<file path="src/rtl/cordic_pkg.sv">
// cordic_pkg
//   Shared definitions for the circular CORDIC blocks (rotation and vectoring).
//   Angles are degrees scaled by 2^8 (Q8.8). The arctan table is shared so both
//   CORDIC flavours agree bit-for-bit on the angle format.
// Contents
//   ANGLE_90 / ANGLE_180  quadrant constants in degrees*2^8
//   CORDIC_GAIN_Q8        uncompensated CORDIC gain K~1.6468 scaled by 2^8
//   GUARD                 extra fractional bits carried in the x/y datapath
//   cordic_state_e        sequencer states
//   cordic_atan(i)        atan(2^-i) in degrees*2^8
package cordic_pkg;

  localparam int ANGLE_90       = 23040;
  localparam int ANGLE_180      = 46080;
  localparam int CORDIC_GAIN_Q8 = 422;

  // Fractional bits kept below the integer x/y values. Without them the
  // arithmetic right shift of a small negative y sticks at -1 and both the
  // magnitude and the angle drift in the late iterations.
  localparam int GUARD = 8;

  typedef enum logic [1:0] {
    ST_IDLE = 2'd0,
    ST_ROT  = 2'd1,
    ST_DONE = 2'd2
  } cordic_state_e;

  function automatic logic [15:0] cordic_atan(input logic [3:0] i);
    logic [15:0] a;
    case (i)
      4'd0:    a = 16'd11520;
      4'd1:    a = 16'd6800;
      4'd2:    a = 16'd3593;
      4'd3:    a = 16'd1824;
      4'd4:    a = 16'd915;
      4'd5:    a = 16'd458;
      4'd6:    a = 16'd229;
      4'd7:    a = 16'd114;
      4'd8:    a = 16'd57;
      4'd9:    a = 16'd28;
      4'd10:   a = 16'd14;
      4'd11:   a = 16'd7;
      4'd12:   a = 16'd3;
      4'd13:   a = 16'd1;
      default: a = 16'd0;
    endcase
    return a;
  endfunction

endpackage

</file>
<file path="src/rtl/cordic_vec_stage.sv">
// cordic_vec_stage
//   One combinational vectoring-mode micro-rotation. The direction is chosen
//   to drive y toward zero; y == 0 counts as positive.
// Ports
//   x_i, y_i  current vector (signed, XW bits)
//   z_i       accumulated angle (signed, ZW bits)
//   i_i       iteration index, also the shift amount
//   alpha_i   atan(2^-i) for this iteration
//   x_o, y_o  rotated vector
//   z_o       updated angle
module cordic_vec_stage
  import cordic_pkg::*;
#(
  parameter int XW = 26,
  parameter int ZW = 19
) (
  input  logic signed [XW-1:0] x_i,
  input  logic signed [XW-1:0] y_i,
  input  logic signed [ZW-1:0] z_i,
  input  logic        [3:0]    i_i,
  input  logic signed [ZW-1:0] alpha_i,
  output logic signed [XW-1:0] x_o,
  output logic signed [XW-1:0] y_o,
  output logic signed [ZW-1:0] z_o
);

  logic signed [XW-1:0] xShift;
  logic signed [XW-1:0] yShift;

  // Both shifted terms come from the old x/y so the pair updates together.
  always_comb begin
    xShift = x_i >>> i_i;
    yShift = y_i >>> i_i;
    if (!y_i[XW-1]) begin
      x_o = x_i + yShift;
      y_o = y_i - xShift;
      z_o = z_i + alpha_i;
    end else begin
      x_o = x_i - yShift;
      y_o = y_i + xShift;
      z_o = z_i - alpha_i;
    end
  end

endmodule

</file>
<file path="src/rtl/cordic_vectoring.sv">
// cordic_vectoring
//   Iterative circular CORDIC in vectoring mode. Rotates (X,Y) onto the
//   positive x axis over ITER micro-rotations and reports the angle
//   atan2(Y,X) in degrees*2^8 and the gain-scaled magnitude K*|(X,Y)|.
// Ports
//   clk         rising-edge clock
//   sync_reset  synchronous active-high reset; wins over start
//   start       request, accepted in IDLE or DONE, ignored while busy
//   X, Y        signed input vector
//   busy        high while rotating
//   done        one-cycle pulse, results valid from this cycle
//   theta_out   signed angle, range (-46080, +46080]
//   mag_out     unsigned magnitude, not gain-compensated
module cordic_vectoring
  import cordic_pkg::*;
#(
  parameter int WIDTH = 16,
  parameter int ITER  = 16
) (
  input  logic                    clk,
  input  logic                    sync_reset,
  input  logic                    start,
  input  logic signed [WIDTH-1:0] X,
  input  logic signed [WIDTH-1:0] Y,
  output logic                    busy,
  output logic                    done,
  output logic signed [WIDTH:0]   theta_out,
  output logic        [WIDTH+1:0] mag_out
);

  localparam int XW = WIDTH + 2 + GUARD;
  localparam int ZW = WIDTH + 3;
  localparam int TW = WIDTH + 1;
  localparam int MW = WIDTH + 2;

  localparam logic signed [ZW-1:0] Z_90      = ZW'(ANGLE_90);
  localparam logic signed [ZW-1:0] Z_180     = ZW'(ANGLE_180);
  localparam logic signed [ZW-1:0] Z_MIN     = ZW'(1 - ANGLE_180);
  localparam logic signed [XW-1:0] MAG_ROUND = XW'(2 ** (GUARD - 1));
  localparam logic        [3:0]    LAST_I    = 4'(ITER - 1);

  cordic_state_e state_q, state_d;

  logic signed [XW-1:0] x_q, x_d;
  logic signed [XW-1:0] y_q, y_d;
  logic signed [ZW-1:0] z_q, z_d;
  logic        [3:0]    i_q, i_d;
  logic                 forceTheta_q, forceTheta_d;
  logic                 thetaPi_q, thetaPi_d;
  logic                 zeroMag_q, zeroMag_d;
  logic signed [TW-1:0] theta_q, theta_d;
  logic        [MW-1:0] mag_q, mag_d;

  logic signed [XW-1:0] xExt;
  logic signed [XW-1:0] yExt;
  logic signed [ZW-1:0] alpha;
  logic signed [XW-1:0] stageX;
  logic signed [XW-1:0] stageY;
  logic signed [ZW-1:0] stageZ;

  // Inputs widened and moved up into the guard-bit fixed-point format.
  assign xExt  = XW'(X) <<< GUARD;
  assign yExt  = XW'(Y) <<< GUARD;
  assign alpha = ZW'(cordic_atan(i_q));

  cordic_vec_stage #(
    .XW(XW),
    .ZW(ZW)
  ) u_stage (
    .x_i    (x_q),
    .y_i    (y_q),
    .z_i    (z_q),
    .i_i    (i_q),
    .alpha_i(alpha),
    .x_o    (stageX),
    .y_o    (stageY),
    .z_o    (stageZ)
  );

  // State and datapath registers; reset clears everything including outputs.
  always_ff @(posedge clk) begin
    if (sync_reset) begin
      state_q      <= ST_IDLE;
      x_q          <= '0;
      y_q          <= '0;
      z_q          <= '0;
      i_q          <= '0;
      forceTheta_q <= 1'b0;
      thetaPi_q    <= 1'b0;
      zeroMag_q    <= 1'b0;
      theta_q      <= '0;
      mag_q        <= '0;
    end else begin
      state_q      <= state_d;
      x_q          <= x_d;
      y_q          <= y_d;
      z_q          <= z_d;
      i_q          <= i_d;
      forceTheta_q <= forceTheta_d;
      thetaPi_q    <= thetaPi_d;
      zeroMag_q    <= zeroMag_d;
      theta_q      <= theta_d;
      mag_q        <= mag_d;
    end
  end

  // Sequencer: load with quadrant pre-rotation, iterate, publish on the last
  // micro-rotation. Left-half-plane vectors are pre-rotated by +/-90 degrees
  // so the micro-rotations only need to cover +/-99.9 degrees.
  always_comb begin
    state_d      = state_q;
    x_d          = x_q;
    y_d          = y_q;
    z_d          = z_q;
    i_d          = i_q;
    forceTheta_d = forceTheta_q;
    thetaPi_d    = thetaPi_q;
    zeroMag_d    = zeroMag_q;
    theta_d      = theta_q;
    mag_d        = mag_q;

    case (state_q)
      ST_IDLE, ST_DONE: begin
        if (start) begin
          state_d      = ST_ROT;
          i_d          = '0;
          // On the x axis the angle is exact (0 or +180); the origin also
          // reports zero magnitude instead of the accumulated table sum.
          forceTheta_d = (Y == '0);
          thetaPi_d    = X[WIDTH-1];
          zeroMag_d    = (X == '0) && (Y == '0);
          if (!X[WIDTH-1]) begin
            x_d = xExt;
            y_d = yExt;
            z_d = '0;
          end else if (!Y[WIDTH-1]) begin
            x_d = yExt;
            y_d = -xExt;
            z_d = Z_90;
          end else begin
            x_d = -yExt;
            y_d = xExt;
            z_d = -Z_90;
          end
        end else begin
          state_d = ST_IDLE;
        end
      end

      ST_ROT: begin
        x_d = stageX;
        y_d = stageY;
        z_d = stageZ;
        i_d = i_q + 4'd1;
        if (i_q == LAST_I) begin
          state_d = ST_DONE;
          if (zeroMag_q) begin
            mag_d = '0;
          end else begin
            mag_d = MW'((stageX + MAG_ROUND) >>> GUARD);
          end
          // Table truncation can push angles near +/-180 slightly past the
          // boundary; keep the result inside (-180, +180].
          if (forceTheta_q) begin
            theta_d = thetaPi_q ? TW'(Z_180) : '0;
          end else if (stageZ > Z_180) begin
            theta_d = TW'(Z_180);
          end else if (stageZ < Z_MIN) begin
            theta_d = TW'(Z_MIN);
          end else begin
            theta_d = TW'(stageZ);
          end
        end
      end

      default: state_d = ST_IDLE;
    endcase
  end

  assign busy      = (state_q == ST_ROT);
  assign done      = (state_q == ST_DONE);
  assign theta_out = theta_q;
  assign mag_out   = mag_q;

endmodule
</file>
<file path="config.mk">
export PLATFORM = sky130hd
export DESIGN_NAME = cordic_vectoring
export DESIGN_NICKNAME = d
export VERILOG_FILES = /design/src/rtl/cordic_pkg.sv /design/src/rtl/cordic_vec_stage.sv /design/src/rtl/cordic_vectoring.sv
export SDC_FILE = /design/constraint.sdc
export NUM_CORES = 1
export LEC_CHECK = 0
export BUFFER_PORTS_ARGS = -buffer_cell sky130_fd_sc_hd__buf_4
export CORE_ASPECT_RATIO = 0.6
export CORE_MARGIN = 10
export CORE_UTILIZATION = 60
export DETAILED_ROUTE_END_ITERATION = 6
export HOLD_SLACK_MARGIN = 0.15
export PLACE_DENSITY_LB_ADDON = 0.12
export REMOVE_ABC_BUFFERS = 1
export SYNTH_ARGS = -nofsm -noshare
export SYNTH_HDL_FRONTEND = slang
export SYNTH_SLANG_ARGS = --single-unit
</file>
<file path="constraint.sdc">
create_clock -name clk -period 7.7 [get_ports clk]
set_input_delay 1.54 -clock clk [delete_from_list [all_inputs] [get_ports clk]]
set_output_delay 1.54 -clock clk [all_outputs]
set_load 0.02 [all_outputs]
</file>
; After elaboration in Yosys (flattened, before gate mapping)
; Memories as Yosys holds them, arrays and structs flattened. A register that Yosys moved wholly into a read port is not among the register bits.
; Cells that the tools add are included.
; Widths: inputs -> output; s select.
[classes]
addsub = 10
n_lt_le_gt_ge = 2
eq_ne = 5
shifts = 2
n_mux = 27
n_reduce_logical = 9
[op_table]
columns = cell, n
row1 = $mux 26, 8
row2 = $pmux 26 s2, 2
row3 = $mux 19, 4
row4 = $add 26x26->26, 2
row5 = $neg 24->26, 2
row6 = $sshr 26x4->26, 2
row7 = $sub 26x26->26, 2
row8 = $mux 17, 3
row9 = $pmux 19 s2, 1
row10 = $logic_not 16->1, 2
row11 = $add 26x9->26 const B, 1
row12 = $add 19x17->19, 1
row13 = $gt 19x17->1 const B, 1
row14 = $lt 19x17->1 const B, 1
row15 = $sub 19x17->19, 1
row16 = $mux 18, 1
row17 = $mux 16, 1
row18 = $mux 4, 3
row19 = $pmux 4 s2, 1
row20 = $reduce_and 2->1, 3
row21 = $add 4x1->4 const B, 1
row22 = $eq 4x4->1 const B, 1
row23 = $pmux 2 s2, 1
row24 = $eq 2x1->1 const B, 1
row25 = other kinds (9), 9
[totals]
regBits = 115
rom_bits = 224
output_inout_bits = 37
n_memories = 1
[mem_list]
columns = memory, depth, word_bits, rd, rd_clocked_by_memory_dff, write_ports, line
row1 = (no name shown), 16, 14, 1, 1, 0, cordic_pkg.sv:30  ; case (i)

; Longest topological paths before layout
; Gate-level depths: netlist of run 1.
[depth]
word_depth = 6
ltp_mapped = 26

; Modules after synthesis
; Synthesis of run 1 repeated with hierarchy kept, for this count alone.
[hier_totals]
cells_unflattened = 1745
area_unflattened_um2 = 13824.5
[modules_own_cells]
columns = module, instances, cells_each, area_each_um2, seq_area_each_um2
row1 = cordic_vec_stage, 1, 1008, 7689.9, 0.0
row2 = cordic_vectoring, 1, 737, 6134.6, 2582.5

; Worst setup path after synthesis of run 1
; Ideal clock, no wire load.
[synth_path]
path_kind = register to register
startpoint = reg i_q[0]
endpoint = reg mag_q[12] (netlist: mag_out[12])
setup_ns = 0.117
t_arrival_ns = 6.242
path_slack_ns = 1.341
stages_incl_launch_ff = 27
synth_period_minus_slack_ns = 6.359
cell_sequence = dfxtp_1 -> buf_6 -> clkbuf_8 -> clkbuf_1 -> buf_2 -> buf_1 -> clkbuf_1 -> nand2_1 -> a21oi_1 -> a21oi_1 -> ha_1 -> nand3b_1 -> inv_1 -> a21oi_1 -> xnor2_1 -> ha_1 -> clkbuf_1 -> a21o_1 -> a21oi_1 -> mux2_2 -> a311oi_1 -> nor3b_1 -> nand3_1 -> nor4_1 -> or4b_2 -> xnor2_1 -> a22o_1
[synth_between]
elab_chain_len = 5
[synth_lines]
columns = item, line
row1 = start: declaration, cordic_vectoring.sv:47  ; logic [3:0] i_q, i_d;
row2 = start signal: assignment, cordic_vectoring.sv:98  ; i_q <= i_d;
row3 = $sshr 26x4->26, cordic_vec_stage.sv:33  ; yShift = y_i >>> i_i;
row4 = $add 26x26->26 or $sub 26x26->26 (tied branches), "cordic_vec_stage.sv:35, cordic_vec_stage.sv:39"
row5 = $mux 26, cordic_vec_stage.sv:34  ; if (!y_i[XW-1]) begin
row6 = $add 26x9->26, cordic_vectoring.sv:160  ; mag_d = MW'((stageX + MAG_ROUND) >>> GUARD);
row7 = $mux 18, cordic_vectoring.sv:157  ; if (zeroMag_q) begin
row8 = end signal: assignment, cordic_vectoring.sv:103  ; mag_q <= mag_d;
row9 = end: declaration, cordic_vectoring.sv:52  ; logic [MW-1:0] mag_q, mag_d;
; Parallel ways exist; a longest one is shown, timed or not.
; A chain may end at the register's enable or synchronous reset.

; Worst setup path in the final report of run 1
[layout_path]
startpoint = reg i_q[1]
endpoint = reg mag_q[16] (netlist: mag_out[16])
; Same word-level chain as after synthesis.

==> results.md, run 1 <==
Outcome:
- The flow ran to the end, but the final reports show violations.
- The final reports fail on design-rule violations.

Route:
- The number of antenna-violating nets in the routed design is 0.
- For this block, the routed nets add up to 48400 um of wire.
- The number of design rule violations left after detail routing is 8.
- After detailed routing, the average wire length per cell comes to 22.9 um.
- The detailed router finished its first iteration with 2260 violations.
- The routed layout has 14600 vias.
- The post-detailed-route via-to-cell ratio is 6.92.
- Before antenna repair, the detailed router went through 7 iterations.

Synth:
- The post-synthesis xor/xnor area fraction is 0.0861.
- The fraction of registers with async set or reset after synthesis is 0.
- The dominant register cell in the synthesized netlist is sky130_fd_sc_hd__dfxtp_1.
- The share of cell area taken by muxes after synthesis is 0.131.
- The dominant combinational cell family by area after synthesis is compound AO/OA/AOI/OAI gates.
- The number of instances in the synthesized netlist is 1787.
- Of the total synthesized cell area, the portion taken by full adders, half adders and majority gates is 0.0763.
- Ranked by total cell area, the synthesized netlist is headed by sky130_fd_sc_hd__dfxtp_1 (18%), sky130_fd_sc_hd__ha_1 (7.2%), sky130_fd_sc_hd__nor2_1 (5.5%).
- The distinct cell type count of the synthesized netlist is 91.
- The share of Yosys cell area claimed by the top area cell type is 0.181.
- The Yosys warning count is 0.
- The share of the synthesized area in compound gates (AO/OA/AOI/OAI) is 0.269.
- The number of flops mapped to enable cells by yosys is 0.
- The share of the Yosys chip area taken by registers is 0.181.
- The post-synth design cell area is 0.0142 mm2.
- The post-synthesis sequential element count is 129.
- The mean area per synthesized cell is 7.97 um2.
- The simple-gate share of the synthesized area is 0.199.
- The dominant cell type by area after synthesis is sky130_fd_sc_hd__dfxtp_1.

Power:
- The analysis attributes to cell leakage a power of 6.14 nW.
- For this design the ratio of total power to cell area is 350 mW/mm2.
- The worst vdd rail ir drop is 0.214 mV.

Timing:
- The timing-limited maximum frequency is 144 MHz.
- The max-slew violation total from the final report was 0.
- Setup violations remaining at the end of the flow were counted as 0.
- Setup repair after global routing left no endpoint under its margin.
- Setup slack closes at 773 ps.
- The final critical-path required period is 6930 ps.
- Headroom to the max-slew limit came out at 0.247.
- The total negative setup slack is 0 ps.
- The pin slew with the least headroom to its limit is 1130 ps.
- The part of the cycle the worst path needs is 0.900.
- The number of failing hold endpoints at the final stage came to 0.
- The maximum clock skew at final layout is 12.9 ps.

Global route:
- The first global-routing pass estimated 74000 um of wire.
- Summed over all layers, the global routing overflow is 0.
- The total global-route track usage is 0.305.
- The number of global-route vias before repair was 12700.
- The number of antenna violations at the first check in global routing is 0.
- Entering global routing, the biggest net connects 61 pins.

Clocking:
- Once the clock tree was built, the setup fixing pass inserted 0 buffers.
- The number of buffers on the longest clock path is 2.
- Clock-pin slew was measured on the worst setup and hold paths at 60 ps.
- The CTS H-tree depth is 4.
- The tree built by TritonCTS fans out to 129 sinks.
- For this design, the CTS-stage hold fixing added 0 buffers.
- The count of instances resized after the clock tree is built is 0.
- The clock tree from TritonCTS is built.
- The root cell of the clock tree is sky130_fd_sc_hd__clkbuf_16.
- The insertion delay to the later sink of the worst-skew pair is 450 ps.
- The number of clock buffers added by TritonCTS is 17.

Die:
- The number of rows in the core area is 43.
- From left edge to right edge, the die measures 219 um.
- The core footprint is 0.0232 mm2.
- During I/O placement, the number of pins put on the boundary was 72.
- The starting utilization of the core area is 0.613.
- The floorplan step defined a die boundary enclosing 0.0305 mm2.
- The die is 139 um tall.

Worst setup path:
- The data required time of the worst path is 8040 ps.
- The class of the most critical setup path is reg -> reg.
- Along the worst path, the maximum fanout reaches 34.
- The sort of element at the end of the critical path is a flop.
- The data arrival time of the worst path is 7270 ps.
- The type of element launching the critical path is a flop.

Cells and area:
- Of the cells placed in the final design, the portion with a size suffix greater than 1 is 0.122.
- The layout overhead on the synthesized area is 7.46%.
- The count of nets after finishing is 1908.
- The number of antenna diodes in the final layout is 0.

Place:
- The wire-length estimate of the detail-placed layout is 36400 um.
- The final RePlAce weighted congestion is 1.02.
- The count of buffers added on input and output ports is 71.
- The pre-CTS worst setup slack is 921 ps.

Hold path:
- The tightest min-delay check is of the reg -> reg type.

Flow run:
- The tool flagged a number of max-cap violations equal to 0.
## logic make-up (layout without fill, tap and decap cells)
kind of cell / count (synthesis) / count (layout)
adders and majority gates: 85 / 85
buffers and inverters: 160 / 174
and+or+nand+nor: 595 / 595
muxes: 108 / 108
xor gates and xnor gates: 140 / 140
DFF: 129 / 129
AOI/OAI and AO/OA: 570 / 570
## cell usage after synthesis (all sizes together), types with 20 or more instances
cell / count
a211oi: 49
nor3: 43
inv: 52
clkbuf: 87
a221oi: 21
o21ai: 93
a22oi: 43
mux4: 54
nand3: 32
and2: 20
mux2: 21
a31oi: 24
xnor2: 80
a21oi: 146
nand2: 146
mux2i: 33
nor2: 209
xor2: 60
ha: 82
nand2b: 26
a21o: 27
dfxtp: 129
o21a: 21
buf: 20
## cell type report
type,instances,area [um2]
well taps,315,394
clock inverters,13,150
inverters,53,199
clock buffers,19,453
repair buffers,89,668
multi-input cells,1498,10900
fillers,2050,7940
flip-flops and latches,129,2590
## per-stage QoR
step                      hold WS (ps)  cells  area (um2)  power [mW]  utilization
final                              458   2116       15300        5.36        0.658
after global routing               489   2116       15300        5.69        0.658
after CTS                          461   2116       15300        5.22        0.658
after detailed placement           447   2084       14700        4.34        0.633
after global placement             438   2084       14700        4.30        0.633
after floorplan                    435   1680       13600        3.49            -
## flip-flops by register name (all words and copies together), names as in the netlist
register	flops
x_q	26
z_q	19
state_q	2
theta_out	17
alpha	14
i_q	4
mag_out	18
thetaPi_q	1
zeroMag_q	1
y_q	26
forceTheta_q	1
## worst max-delay path, cell delays in order, from the launching register on
cell and delay (ps):
sky130_fd_sc_hd__dfxtp_2 910, sky130_fd_sc_hd__buf_4 320, sky130_fd_sc_hd__mux4_2 540, sky130_fd_sc_hd__or4_1 560
sky130_fd_sc_hd__a211o_1 380, sky130_fd_sc_hd__nor2b_1 240, sky130_fd_sc_hd__nor2_1 80, sky130_fd_sc_hd__xor2_1 160
sky130_fd_sc_hd__ha_1 410, sky130_fd_sc_hd__a21oi_1 290, sky130_fd_sc_hd__mux2_2 370, sky130_fd_sc_hd__a311oi_1 450
sky130_fd_sc_hd__nor3b_1 410, sky130_fd_sc_hd__nand3_1 230, sky130_fd_sc_hd__nor4_1 280, sky130_fd_sc_hd__buf_4 200
sky130_fd_sc_hd__nor4b_1 530, sky130_fd_sc_hd__a31oi_1 170, sky130_fd_sc_hd__a211o_1 290
## report_power, final
part / leakage, nW / switching, mW / total [mW] / internal, mW
Combinational: 4.79 / 2.17 / 3.58 / 1.41
Clock: 0.291 / 0.354 / 0.853 / 0.499
Sequential: 1.05 / 0.183 / 0.928 / 0.745
Total: 6.14 / 2.71 / 5.36 / 2.65
## routing by layer
metal / share of wire / GRT usage / up-vias
li1: - / - / 6734
met1: 0.46 / 0.468 / 6923
met2: 0.37 / 0.371 / 926
met3: 0.17 / 0.135 / 53
met4: 0.011 / 0.0524 / 0
met5: 0 / 0 / -
## path summary, 6_finish.rpt
| kind | start | to | slack [ps] | cells after the start |
|---|---|---|---|---|
| setup / recovery | i_q[1] | mag_out[16] | 770 | 18 |
| hold / removal | theta_out[5] | theta_out[5] | 460 | 2 |
| setup reg to reg | i_q[1] | mag_out[16] | 770 | 18 |
| hold reg to reg | theta_out[5] | theta_out[5] | 460 | 2 |
## placed cells by master, fill, tap and decap left out, drive strengths merged, types with 15 or more instances in the layout
master,n
a211oi,49
a21o,27
a21oi,146
a221oi,21
a22oi,43
a31oi,24
and2,20
buf,89
clkbuf,19
dfxtp,129
ha,82
inv,56
mux2,21
mux2i,33
mux4,54
nand2,146
nand2b,26
nand3,32
nor2,209
nor2b,19
nor3,43
nor4,19
o211ai,15
o21a,21
o21ai,93
o31ai,18
xnor2,80
xor2,60
Note: power is estimated with default switching activity, not from simulation.
==> run 2: changes to the inputs <==
--- a/config.mk
+++ b/config.mk
@@ -6,7 +6,7 @@
 export NUM_CORES = 1
 export LEC_CHECK = 0
 export BUFFER_PORTS_ARGS = -buffer_cell sky130_fd_sc_hd__buf_4
-export CORE_ASPECT_RATIO = 0.6
+export CORE_ASPECT_RATIO = 2
 export CORE_MARGIN = 10
 export CORE_UTILIZATION = 60
 export DETAILED_ROUTE_END_ITERATION = 6
==> constraint.sdc (replaced) <==
create_clock -name clk -period 7.7 [get_ports clk]
set_input_delay 1.54 -clock clk [delete_from_list [all_inputs] [get_ports clk]]
set_output_delay 1.54 -clock clk [all_outputs]
set_load 0.1 [all_outputs]
==> run 2 against run 1 <==
The run still ends with design-rule violations left; maximum frequency is 1.1% lower; utilization hardly changed; non-clock buffer count is 9 higher; critical endpoint unchanged.
==> results.md, run 2 (synthesis results as in run 1) <==
Worst setup path:
- The maximum single-stage delay on the critical path is 780 ps (-130 ps).
- The start point of the critical path is i_q[1].
- The worst flop-to-flop path startpoint is i_q[1].
- The data arrival time of the worst path came to 7360 ps (+90 ps).
- The most numerous cell type found on the critical path is sky130_fd_sc_hd__a211o_1.
- The data required time of the worst path is 8060 ps (+20 ps).
- The maximum fanout encountered on the critical timing path is 26 (-24%).
- By startpoint and endpoint, the worst setup path is classified as reg -> reg.
- The reg-to-reg setup timing slack came to 690 ps (-80 ps).
- Traced cell by cell, the critical path runs through buf_4, mux4_2, or4_1, a211o_1, nor2b_1, nor2_1, xor2_1, ha_1, a21oi_1, mux2_2, a311oi_1, nor3b_1, nand3_1, nor4_1, nor4b_1, a31oi_1, a211o_1.
- The type of element launching the critical path is a flop.
- The cell at the slowest stage of the critical path is sky130_fd_sc_hd__dfxtp_2.
- The sort of element at the end of the critical path is a flop.

Global route:
- The number of antenna violations at the first check in global routing came to 1 (+1).
- The total grt overflow was 0 (unchanged).
- The largest net degree at the start of global routing is 60 (-1.6%).
- The number of global-route vias before repair is 14400 (+14%).
- The total global-route track usage is 0.333 (+0.0279).
- The wire length of the first global-routing pass is 79000 um (+6.8%).

Power:
- The leakage power of the design was 6.19 nW (+0.93%).
- The worst vdd rail ir drop is 0.288 mV (+35%).
- The power density over the cells is 354 mW/mm2 (+0.99%).

Cells and area:
- Compared with the post-synthesis result, the final layout area differs by 7.82%.
- The fraction of final layout cells sized beyond drive strength 1 is 0.123 (+0.00161).
- The largest registers in the layout are x_q: 26 flops, y_q: 26 flops, z_q: 19 flops.
- The count of nets after finishing is 1917 (+0.47%).
- The final core utilization is 0.658 (about the same).
- The number of diodes added for antenna fixing was 0 (unchanged).
- The count of placed standard cells in the final layout, fillers left out was 2093 (-1.1%).
- Leaving out fill and tap cells, the most frequent cell in the layout is sky130_fd_sc_hd__nor2_1.
- Leaving out fill and tap cells, the most frequent cells in the layout are sky130_fd_sc_hd__nor2_1 (208), sky130_fd_sc_hd__nand2_1 (146), sky130_fd_sc_hd__a21oi_1 (145), sky130_fd_sc_hd__dfxtp_1 (124), sky130_fd_sc_hd__buf_4 (98).

Timing:
- Setup repair after global routing left no endpoint under its margin.
- The number of setup violations in the final report is 0 (unchanged).
- The worst relative slew slack is 0.266 (+0.0193).
- The post-route worst setup slack was 692 ps (-80.3 ps).
- The final critical-path required period was 7010 ps (+80.3 ps).
- The part of the cycle the worst path needs is 0.910 (+0.0104).
- The number of failing hold endpoints at the final stage was 0 (unchanged).
- The final hold slack is 451 ps (-6.28 ps).
- The maximum clock skew at final layout is 10.2 ps (-2.73 ps).
- The total negative setup slack was 0 ps (unchanged).
- The timing-limited maximum frequency came to 143 MHz (-1.1%).
- The pin slew with the least headroom to its limit is 1090 ps (-37.4 ps).
- The max-slew violation total from the final report is 0 (unchanged).

Outcome:
- The checks that failed: design-rule violations.
- The flow ran to the end, but the final reports show violations.

Route:
- The number of iterations in the first detailed-routing pass is 7 (unchanged).
- The total vias in the final route is 14600 (-0.52%).
- The post-detailed-route via-to-cell ratio is 6.96 (+0.57%).
- The number of design rule violations left after detail routing is 2 (-6).
- The average detailed-routed wire length per instance came to 24.5 um (+7.1%).
- The violation count after the first detailed-routing iteration is 1061 (-53%).
- The number of antenna-violating nets in the routed design was 0 (unchanged).
- The final routed wirelength across all metal layers is 51300 um (+5.9%).

Die:
- The chip height was 238 um (+71%).
- The number of rows in the core area is 79 (+84%).
- The boundary pin count is 72 (unchanged).
- The overall die area is 0.0307 mm2 (+0.57%).
- The x dimension of the die was 129 um (-41%).
- The core footprint is 0.0233 mm2 (+0.37%).
- The starting utilization of the core area was 0.611 (-0.00223).

Place:
- The half-perimeter wire length of the detailed placement result is 39300 um (+7.9%).
- The cell count after placement came to 2061 (-1.1%).
- The pre-CTS worst setup slack was 757 ps (-164 ps).
- The final RePlAce weighted congestion is 1.08 (+5.9%).
- The number of port buffers came to 71 (unchanged).

Clocking:
- The post-CTS setup buffer count came to 0 (unchanged).
- The CTS H-tree depth is 4 (unchanged).
- The clock tree from TritonCTS is built.
- The total number of clock tree sinks is 129 (unchanged).
- The root cell of the clock tree is sky130_fd_sc_hd__clkbuf_16.
- The number of buffers on the longest clock path is 2 (unchanged).
- The number of hold buffers added after CTS is 0 (unchanged).
- The clock-pin slew of the registers on the worst-case setup and hold paths is 60 ps (about the same).
- The CTS buffer count is 17 (unchanged).
- The count of instances resized after the clock tree is built is 0 (unchanged).
- The insertion delay to the later sink of the worst-skew pair is 470 ps (+20 ps).

Hold path:
- The worst min-delay path category is reg -> reg.
- The startpoint identified for the worst hold timing path is theta_out[8].

Flow run:
- The number of violations of the max-capacitance limit is 0 (unchanged).
## run 2: cell count changes in the layout (fill, tap and decap cells not counted)
cell                         before  now
sky130_fd_sc_hd__inv_6            4    1
sky130_fd_sc_hd__nor3_2           1    0
sky130_fd_sc_hd__clkinv_4         4    1
sky130_fd_sc_hd__nor3_1          42   43
sky130_fd_sc_hd__buf_4           89   98
sky130_fd_sc_hd__bufinv_16        2    4
sky130_fd_sc_hd__clkbuf_1         0    4
sky130_fd_sc_hd__clkbuf_8         2    3
sky130_fd_sc_hd__clkinvlp_4       2    1
## run 2: path summary, 6_finish.rpt
check / to / depth (start not counted)
worst min register to register: theta_out[8] / 2
worst max-delay path: mag_out[16] / 17
worst min-delay path: theta_out[8] / 2
worst max register to register: mag_out[16] / 17
## run 2: stage by stage
step	area, um2	power [mW]
final	15400	5.43
after global placement	14700	4.39
after detailed placement	14700	4.42
after global routing	15400	5.77
after floorplan	13600	3.49
after CTS	15400	5.34
## run 2: per-layer routing
metal | global-route usage | up-vias | part of all wire
met3 | 0.0526 | 263 | 0.049
li1 | - | 6744 | -
met4 | 0.336 | 0 | 0.11
met2 | 0.593 | 633 | 0.51
met5 | 0 | - | 0
met1 | 0.304 | 6920 | 0.33
## run 2: area by class of cell
type                            count  area (um2)
Clock buffer                       24         482
Multi-Input combinational cell   1498       10800
Clock inverter                      8         150
Tap cell                          283         354
Inverter                           53         199
Sequential cell                   129        2590
Timing Repair Buffer               98         736
Fill cell                        2065        7970
## run 2: where the power goes
part | switching [mW] | leakage [nW] | internal (mW)
clock | 0.331 | 0.305 | 0.568
sequential | 0.171 | 1.05 | 0.746
combinational | 2.19 | 4.84 | 1.42
## run 2: worst max-delay path: cells and delay by family (launching register included)
family	cells	cell delay, ps
and+or+nand+nor	7	2740
AOI/OAI and AO/OA	5	1560
muxes	2	930
DFF	1	780
adders and majority gates	1	380
buffers and inverters	1	340
xor gates and xnor gates	1	150
==> run 3: changes to the inputs <==
--- a/config.mk
+++ b/config.mk
@@ -9,10 +9,12 @@
 export CORE_ASPECT_RATIO = 2
 export CORE_MARGIN = 10
 export CORE_UTILIZATION = 60
+export CTS_BUF_LIST = sky130_fd_sc_hd__clkbuf_4 sky130_fd_sc_hd__clkbuf_8
 export DETAILED_ROUTE_END_ITERATION = 6
 export HOLD_SLACK_MARGIN = 0.15
 export PLACE_DENSITY_LB_ADDON = 0.12
 export REMOVE_ABC_BUFFERS = 1
+export SLEW_MARGIN = 5
 export SYNTH_ARGS = -nofsm -noshare
 export SYNTH_HDL_FRONTEND = slang
 export SYNTH_SLANG_ARGS = --single-unit
==> run 3 against run 2 <==
The run now ends clean; global-route usage decreased by 0.058 points; final cell count unchanged; via count fell by 0.44%; clock skew grew 2.6 ps; wire length hardly changed; register-to-register slack got worse by 95 ps; non-clock buffer count unchanged; hold slack gained 3.5 ps; setup slack got worse by 95 ps; largest power group unchanged.
==> results.md, run 3 (synthesis results as in run 1) <==
Timing:
- The maximum clock skew at final layout is 12.8 ps (+2.56 ps).
- Setup repair after global routing left no endpoint under its margin.
- The total negative setup slack is 0 ps (unchanged).
- The part of the cycle the worst path needs was 0.922 (+0.0124).
- The final critical-path required period is 7100 ps (+95.4 ps).
- The max-slew violation total from the final report was 0 (unchanged).
- The number of failing hold endpoints at the final stage was 0 (unchanged).
- The final hold slack came to 455 ps (+3.50 ps).
- The timing-limited maximum frequency is 141 MHz (-1.3%).
- The worst relative slew slack came to 0.269 (+0.00238).
- The pin slew with the least headroom to its limit came to 1090 ps (-3.54 ps).
- The number of setup violations in the final report is 0 (unchanged).

Outcome:
- The run finished with clean final reports.

Clocking:
- The number of hold buffers added after CTS was 0 (unchanged).
- The insertion delay to the later sink of the worst-skew pair is 520 ps (+50 ps).
- The number of buffers on the longest clock path is 2 (unchanged).
- The clock-pin slew of the registers on the worst-case setup and hold paths was 80 ps (+20 ps).
- The clock tree from TritonCTS is built.
- The total number of clock tree sinks is 129 (unchanged).
- The root cell of the clock tree is sky130_fd_sc_hd__clkbuf_8.
- The post-CTS setup buffer count is 0 (unchanged).
- The CTS buffer count came to 17 (unchanged).
- The CTS H-tree depth is 4 (unchanged).
- The count of instances resized after the clock tree is built is 0 (unchanged).

Worst setup path:
- The data arrival time of the worst path is 7510 ps (+150 ps).
- In this design, the critical path's most frequently occurring cell is sky130_fd_sc_hd__a211o_1.
- The maximum fanout encountered on the critical timing path came to 26 (unchanged).
- Walking the worst path, the cells encountered are buf_4, mux4_2, or4_1, a211o_1, nor2b_1, nor2_1, xor2_1, ha_1, a21oi_1, mux2_2, a311oi_1, nor3b_1, nand3_1, nor4_1, nor4b_1, a31oi_1, a211o_1.
- The worst setup path is of the reg -> reg kind.
- The sort of element at the end of the critical path is a flop.
- The data required time of the worst path is 8100 ps (+40 ps).
- The buffer and inverter count on the worst path was 1 (unchanged).
- The cell at the slowest stage of the critical path is sky130_fd_sc_hd__dfxtp_2.
- The category of cells accounting for the largest share of critical-path delay is simple AND/OR/NAND/NOR gates.
- The maximum single-stage delay on the critical path is 780 ps (about the same).
- The worst setup path is launched from a flop.

Die:
- The x dimension of the die was 129 um (unchanged).
- The starting utilization of the core area is 0.611 (unchanged).
- The number of rows in the core area is 79 (unchanged).
- The chip height is 238 um (unchanged).
- The boundary pin count was 72 (unchanged).
- The overall die area is 0.0307 mm2 (unchanged).
- The core footprint is 0.0233 mm2 (unchanged).

Global route:
- The number of antenna violations at the first check in global routing was 1 (unchanged).
- The total grt overflow is 0 (unchanged).
- The largest net degree at the start of global routing is 60 (unchanged).
- The number of global-route vias before repair is 14400 (-0.50%).
- The wire length of the first global-routing pass was 78900 um (-0.11%).
- The total global-route track usage is 0.332 (-0.000584).

Cells and area:
- The number of inserted filler cells in the final layout came to 2081 (+0.77%).
- Leaving out fill and tap cells, the most frequent cell in the layout is sky130_fd_sc_hd__nor2_1.
- The final core utilization is 0.651 (-0.00756).
- In the layout the commonest cells are sky130_fd_sc_hd__nor2_1 (208), sky130_fd_sc_hd__nand2_1 (146), sky130_fd_sc_hd__a21oi_1 (145), sky130_fd_sc_hd__dfxtp_1 (124), sky130_fd_sc_hd__buf_4 (98).
- The layout overhead on the synthesized area is 6.58%.
- The fraction of final layout cells sized beyond drive strength 1 is 0.125 (+0.00221).
- The count of nets after finishing is 1917 (unchanged).
- The number of diodes added for antenna fixing is 0 (unchanged).
- The largest registers in the layout are x_q: 26 flops, y_q: 26 flops, z_q: 19 flops.

Place:
- The half-perimeter wire length of the detailed placement result is 39300 um (unchanged).
- The number of port buffers is 71 (unchanged).
- The final RePlAce weighted congestion is 1.08 (unchanged).

Route:
- The number of iterations in the first detailed-routing pass is 6 (-1).
- The post-detailed-route via-to-cell ratio is 6.93 (-0.44%).
- The final routed wirelength across all metal layers is 51300 um (about the same).
- The average detailed-routed wire length per instance came to 24.5 um (about the same).
- The total vias in the final route was 14500 (-0.44%).
- The number of design rule violations left after detail routing is 0 (-2).
- The violation count after the first detailed-routing iteration came to 1196 (+13%).
- The number of antenna-violating nets in the routed design is 0 (unchanged).

Flow run:
- The number of violations of the max-capacitance limit is 0 (unchanged).

Hold path:
- The path class of the tightest hold or removal check is reg -> reg.

Power:
- The worst vdd rail ir drop was 0.257 mV (-11%).
- The power density over the cells is 344 mW/mm2 (-2.6%).
- The switching share of power is 0.510 (+0.0141).
- The switching component of the power was 2.67 mW (-0.98%).
- The internal power of the cells is 2.56 mW (-6.4%).
- The leakage power of the design is 6.12 nW (-1.2%).
- The sequential share of power is 0.175 (+0.006).
- The part of the total power dissipated in the clock network came to 0.133 (-0.033).
- The combinational share of power is 0.692 (+0.026).
-- run 3: per-stage QoR --
| stage | instances | setup WS, ps | total power, mW | instance area (um2) |
|---|---|---|---|---|
| finish | 2093 | 597 | 5.23 | 15200 |
| global route | 2093 | 159 | 5.57 | 15200 |
| CTS | 2093 | 726 | 5.13 | 15200 |
| detailed placement | 2061 | 757 | 4.42 | 14700 |
| global placement | 2061 | 893 | 4.39 | 14700 |
| floorplan | 1680 | 472 | 3.49 | 13600 |
-- run 3: metal layers --
layer	share of wire	vias up	global-route usage
li1	-	6750	-
met1	0.32	6845	0.301
met2	0.52	652	0.595
met3	0.052	249	0.0584
met4	0.11	0	0.328
met5	0	-	0
-- run 3: final timing paths --
check                    start            to  slack, ps  cells after the start
setup / recovery        i_q[1]   mag_out[16]        600                     17
hold / removal    theta_out[9]  theta_out[9]        450                      2
hold reg to reg   theta_out[9]  theta_out[9]        450                      2
setup reg to reg        i_q[1]   mag_out[16]        600                     17
-- run 3: cell type report --
cell class	count	area (um2)	area share
tap	283	354	0.0233
inverter	53	199	0.0131
sequential	129	2590	0.171
timing repair buffer	98	736	0.0485
multi-input combinational	1498	10800	0.715
clock inverter	8	150	0.00989
clock buffer	24	305	0.0201
-- run 3: power by group through the flow --
stage	Clock (mW)	Combinational (mW)	Sequential, mW
2_1_floorplan	0	2.63	0.859
3_3_place_gp	0	3.47	0.916
3_5_place_dp	0	3.50	0.917
4_1_cts	0.700	3.53	0.902
5_1_grt	0.726	3.93	0.915
6_report	0.696	3.62	0.916
-- run 3: tightest hold or removal path, cell delays in order (launching register included) --
cell and delay [ps]:
sky130_fd_sc_hd__dfxtp_1 330, sky130_fd_sc_hd__nand2_1 50, sky130_fd_sc_hd__o31ai_1 50
